==> src/rtl/exec_sequencer.sv <==
// Execute-stage sequencer: routes one decoded instruction through
// optional memory access and register write-back, then signals done.
module exec_sequencer #(
  parameter int MEM_TIMEOUT = 15
) (
  input  logic        clk,
  input  logic        rst_n,
  input  logic        issue_valid,
  output logic        issue_ready,
  input  logic [5:0]  bus,
  input  logic [4:0]  rd_addr,
  input  logic [31:0] alu_result,
  input  logic [31:0] store_data,
  output logic        mem_req,
  output logic        mem_we,
  output logic [31:0] mem_addr,
  output logic [31:0] mem_wdata,
  input  logic [31:0] mem_rdata,
  input  logic        mem_ack,
  output logic        rf_we,
  output logic [4:0]  rf_waddr,
  output logic [31:0] rf_wdata,
  output logic        done,
  output logic        err
);

  typedef enum logic [1:0] {
    IDLE,
    MEM,
    WB,
    DONE
  } state_t;

  localparam int CW = $clog2(MEM_TIMEOUT + 1);
  localparam logic [CW-1:0] CNT_LAST = CW'(MEM_TIMEOUT - 1);

  state_t        state_q;
  logic [CW-1:0] cnt_q;
  logic          mtr_q;
  logic          mtw_q;
  logic [4:0]    rd_q;
  logic [31:0]   alu_q;
  logic [31:0]   sd_q;
  logic [31:0]   rdata_q;
  logic          err_q;

  // alu_op is decoded by the ALU, not here
  logic unused_alu_op;
  assign unused_alu_op = ^bus[5:3];

  // Control FSM: latch on transfer, count MEM wait cycles, sticky error
  always_ff @(posedge clk or negedge rst_n) begin
    if (!rst_n) begin
      state_q <= IDLE;
      cnt_q   <= '0;
      mtr_q   <= 1'b0;
      mtw_q   <= 1'b0;
      rd_q    <= '0;
      alu_q   <= '0;
      sd_q    <= '0;
      rdata_q <= '0;
      err_q   <= 1'b0;
    end else begin
      unique case (state_q)
        IDLE: begin
          if (issue_valid) begin
            mtr_q   <= bus[2];
            mtw_q   <= bus[1];
            rd_q    <= rd_addr;
            alu_q   <= alu_result;
            sd_q    <= store_data;
            rdata_q <= '0;
            cnt_q   <= '0;
            if (bus[0] && bus[1]) begin
              err_q   <= 1'b1;
              state_q <= DONE;
            end else if (bus[1]) begin
              state_q <= MEM;
            end else if (bus[0] && bus[2]) begin
              state_q <= MEM;
            end else if (bus[0]) begin
              state_q <= WB;
            end else begin
              state_q <= DONE;
            end
          end
        end
        MEM: begin
          if (mem_ack) begin
            if (mtw_q) begin
              state_q <= DONE;
            end else begin
              rdata_q <= mem_rdata;
              state_q <= WB;
            end
          end else if (cnt_q == CNT_LAST) begin
            err_q   <= 1'b1;
            state_q <= DONE;
          end else begin
            cnt_q <= cnt_q + 1'b1;
          end
        end
        WB:      state_q <= DONE;
        DONE:    state_q <= IDLE;
        default: state_q <= IDLE;
      endcase
    end
  end

  // Outputs decoded from registered state and latched fields
  always_comb begin
    issue_ready = (state_q == IDLE);
    mem_req     = (state_q == MEM);
    mem_we      = mem_req && mtw_q;
    mem_addr    = mem_req ? alu_q : '0;
    mem_wdata   = mem_we ? sd_q : '0;
    rf_we       = (state_q == WB) && (rd_q != 5'd0);
    rf_waddr    = (state_q == WB) ? rd_q : '0;
    rf_wdata    = '0;
    if (state_q == WB) begin
      rf_wdata = mtr_q ? rdata_q : alu_q;
    end
    done        = (state_q == DONE);
    err         = err_q;
  end

endmodule

==> config.mk <==
export PLATFORM = sky130hd
export DESIGN_NAME = exec_sequencer
export DESIGN_NICKNAME = d
export VERILOG_FILES = /design/src/rtl/exec_sequencer.sv
export SDC_FILE = /design/constraint.sdc
export NUM_CORES = 1
export LEC_CHECK = 0
export ABC_AREA = 1
export BUFFER_PORTS_ARGS = -buffer_cell sky130_fd_sc_hd__buf_4
export CAP_MARGIN = 10
export CORE_MARGIN = 1.5
export CORE_UTILIZATION = 40
export CTS_CLUSTER_SIZE = 25
export DETAILED_ROUTE_END_ITERATION = 7
export HOLD_SLACK_MARGIN = 0.06
export PLACE_DENSITY = 0.68
export SLEW_MARGIN = 0
export SYNTH_ARGS = -nofsm -noshare
export SYNTH_HDL_FRONTEND = slang
export SYNTH_SLANG_ARGS = --single-unit
==> constraint.sdc <==
create_clock -name clk -period 1.7 [get_ports clk]
set_input_delay 0.34 -clock clk [delete_from_list [all_inputs] [get_ports clk]]
set_output_delay 0.34 -clock clk [all_outputs]
set_load 0.1 [all_outputs]
==> parameters.txt <==
Parameter                              Value

Outcome
  Outcome    complete, but fails checks
  Violated checks    negative setup slack

CTS
  TritonCTS clock tree    yes
  Clock tree buffer depth    2
  Number of buffers added to fix hold violations after cts    0
  H-tree levels    3
  Root Driver    clkbuf_16
  Insertion delay of the later-clocked pin in the worst-skew pair    0.36 ns
  Clock tree sinks    110
  CTS buffer count    9
  Clock input transition at the sequential cells of the worst setup and hold paths    0.08 ns

GRT
  Wire length of the first global-routing pass    30.1 mm
  Grt total ovfl    0
  Maximum number of pins on one net before global-route repair    111
  Number of antenna violations at the first check in global routing    0
  Via count of the first global-routing pass    5,772
  All-Layer GR Usage    26.7%

Layout
  Layout cells sized above 1    60.1%
  Number of nets in the finished design    1,003
  Synthesis-to-layout area growth    93.4%
  Diodes inserted    0
  Filler instances    791

Route
  Number of detailed-route iterations in the first pass    5
  Detail Route Antenna Nets    0
  WL final    20.1 mm
  Total number of vias    5,510
  Detailed Route Iter0 Violations    318
  Average wire per standard cell    18.8 um
  Vias per std cell    5.17
  Final routed DRC violation total    0

Logic synthesis
  Top area cells in the synthesized netlist    dfrtp_1, inv_1, mux2_2, a21oi_1, nand2_1
  Synth unique cells    21
  EDFF count, synth    0
  Ranking of synthesized cells by instance count    inv_1, dfrtp_1, nand2_1
  Net count after synthesis    758
  Syn. warnings    0
  Post-Synthesis Mean Instance Area    8.72 um2
  Sequential element share of the synthesized area    49.3%
  Share of synthesized flip-flops with an asynchronous set or reset    100%
  Prevailing post-synth register cell    dfrtp_1
  Yosys reg bits    110
  Area fraction of the dominant cell type after synthesis    49.3%
  Most repeated cell in the gate-level netlist after synthesis    inv_1
  Cells after synthesis    640
  Post-synth design cell area    0.00558 mm2
  Library cell occupying the most area in the post-synthesis netlist    dfrtp_1

Timing
  Fmax    484 MHz
  Final number of hold-violating endpoints    0
  Slew of the pin with the lowest slew margin    0.624 ns
  Worst path setup slack after routing    -0.367 ns
  Final worst clock skew    0.0114 ns
  Crit share post-route    122%
  Final number of max-transition violations    0
  Setup repair after global routing missed its margin    yes
  Setup TNS    -38.96 ns
  Endpoints failing setup    143
  Shortest clock period the worst path allows after layout    2.07 ns
  Headroom to the max-slew limit    58.4%

Floorplan
  Total Die Area    0.0147 mm2
  Number of rows created at floorplan    42
  Die outline height    121 um
  Number of primary I/O pins    218
  Overall die width    121 um
  Core box area    0.0135 mm2
  Initial core utilization    41.5%

Critical path
  Worst Path Buf+Inv    3
  Category of the critical setup timing path    flop to primary output
  CP endpoint kind    primary output
  Max FO, Critical Path    17
  Last element of the critical path    rf_wdata[28]
  Data required time at the worst endpoint    1.36 ns
  Length in cells of the worst reg-to-reg path    12
  Count of cell instances traversed by the critical path    6
  Cell-by-cell trace of the critical path    inv_2 -> ha_4 -> buf_16 -> o21ai_1 -> a21oi_4 -> buf_12
  Element type at the critical path start    flop
  Reg-to-Reg End    rdata_q[27]
  R2R Path Start    state_q[0]
  Slowest stage delay, CP    0.41 ns
  Source of the critical timing path    state_q[0]
  Kind of cell adding the most delay to the critical path    buffers and inverters
  Register-to-register setup slack    -0.21 ns
  Crit path max-delay cell type    dfrtp_1
  Arrival time worst endpoint    1.73 ns

Placement
  Port Buf Inserts    214
  DP HPWL    11.2 mm
  Gp weighted congestion    0.781

Flow run
  Count of max-cap constraint violations    0

Min path
  Worst hold path class    input pin to asynchronous set/reset pin
-- per-layer routing --
layer  track usage (%)  wire length [um]
met1              31.6              7610
met2              48.1             10800
met3              6.02              1360
met4              8.09               323
met5                 0                 0
-- flip-flops by register name (all words and copies together) (netlist names), 2 cells and up --
name	count
alu_q	32
cnt_q	4
sd_q	32
rdata_q	32
state_q	2
rd_q	5
-- worst min-delay path by stage --
stage,end,slack [ns],cells after the start,start
2_1_floorplan,alu_q[0],0.04,0,rst_n
3_3_place_gp,err,0.45,2,err
3_5_place_dp,err,0.46,2,err
4_1_cts,rdata_q[19],0.09,2,rst_n
5_1_grt,alu_q[17],0.1,2,rst_n
6_report,rdata_q[14],0.04,2,rst_n
-- what timing repair did --
| item | in CTS | in global routing |
|---|---|---|
| setup endpoints to repair | 116 | 192 |
| pin swaps | 7 | 27 |
| resized for setup | 384 | 90 |
| endpoints found under the hold margin | 0 | 0 |
| setup buffers | 11 | 10 |
| cloned | 5 | 4 |
-- kinds of logic (layout without fill, tap and decap cells) --
family	after synthesis	after routing	share of synthesized area (%)
simple gates	193	193	15.0
flops	110	110	49.3
compound gates	133	133	14.0
xor+xnor	1	1	0.157
buf+inv	159	409	12.5
mux	37	37	7.46
fa+ha+maj	7	7	1.57
-- metrics by stage --
step                      instances  util, %  setup slack [ns]  hold WS (ns)  cell area [um2]
after floorplan                 640        -            -0.412        0.0444             6450
after global placement         1026     62.3           -0.0945         0.454             8380
after detailed placement       1026     62.3            -0.110         0.456             8380
after CTS                      1056     77.0            -0.392        0.0855            10400
after global routing           1066     80.2            -0.420        0.0987            10800
final                          1066     80.2            -0.367        0.0388            10800
-- cells in the final DEF (no fill, tap or decap), drive strengths merged --
master	count
dfrtp	110
nand4	35
or2	1
clkinv	1
nand3	4
nor2	74
nand2	79
clkinvlp	39
buf	272
mux2	37
a21oi	64
o21ai	69
bufbuf	1
clkbuf	17
xnor2	1
ha	7
inv	79
-- cell type report --
type	count	area, um2	share of cell area, %
tap	176	220	2.04
inverter	117	592	5.48
clock inverter	2	16.3	0.151
timing repair buffer	276	3880	35.9
sequential	110	2760	25.5
multi-input combinational	371	3070	28.4
clock buffer	14	264	2.45
Power is not shown: default switching activity piles up to over one toggle a cycle in this logic, so the estimate is an artifact.
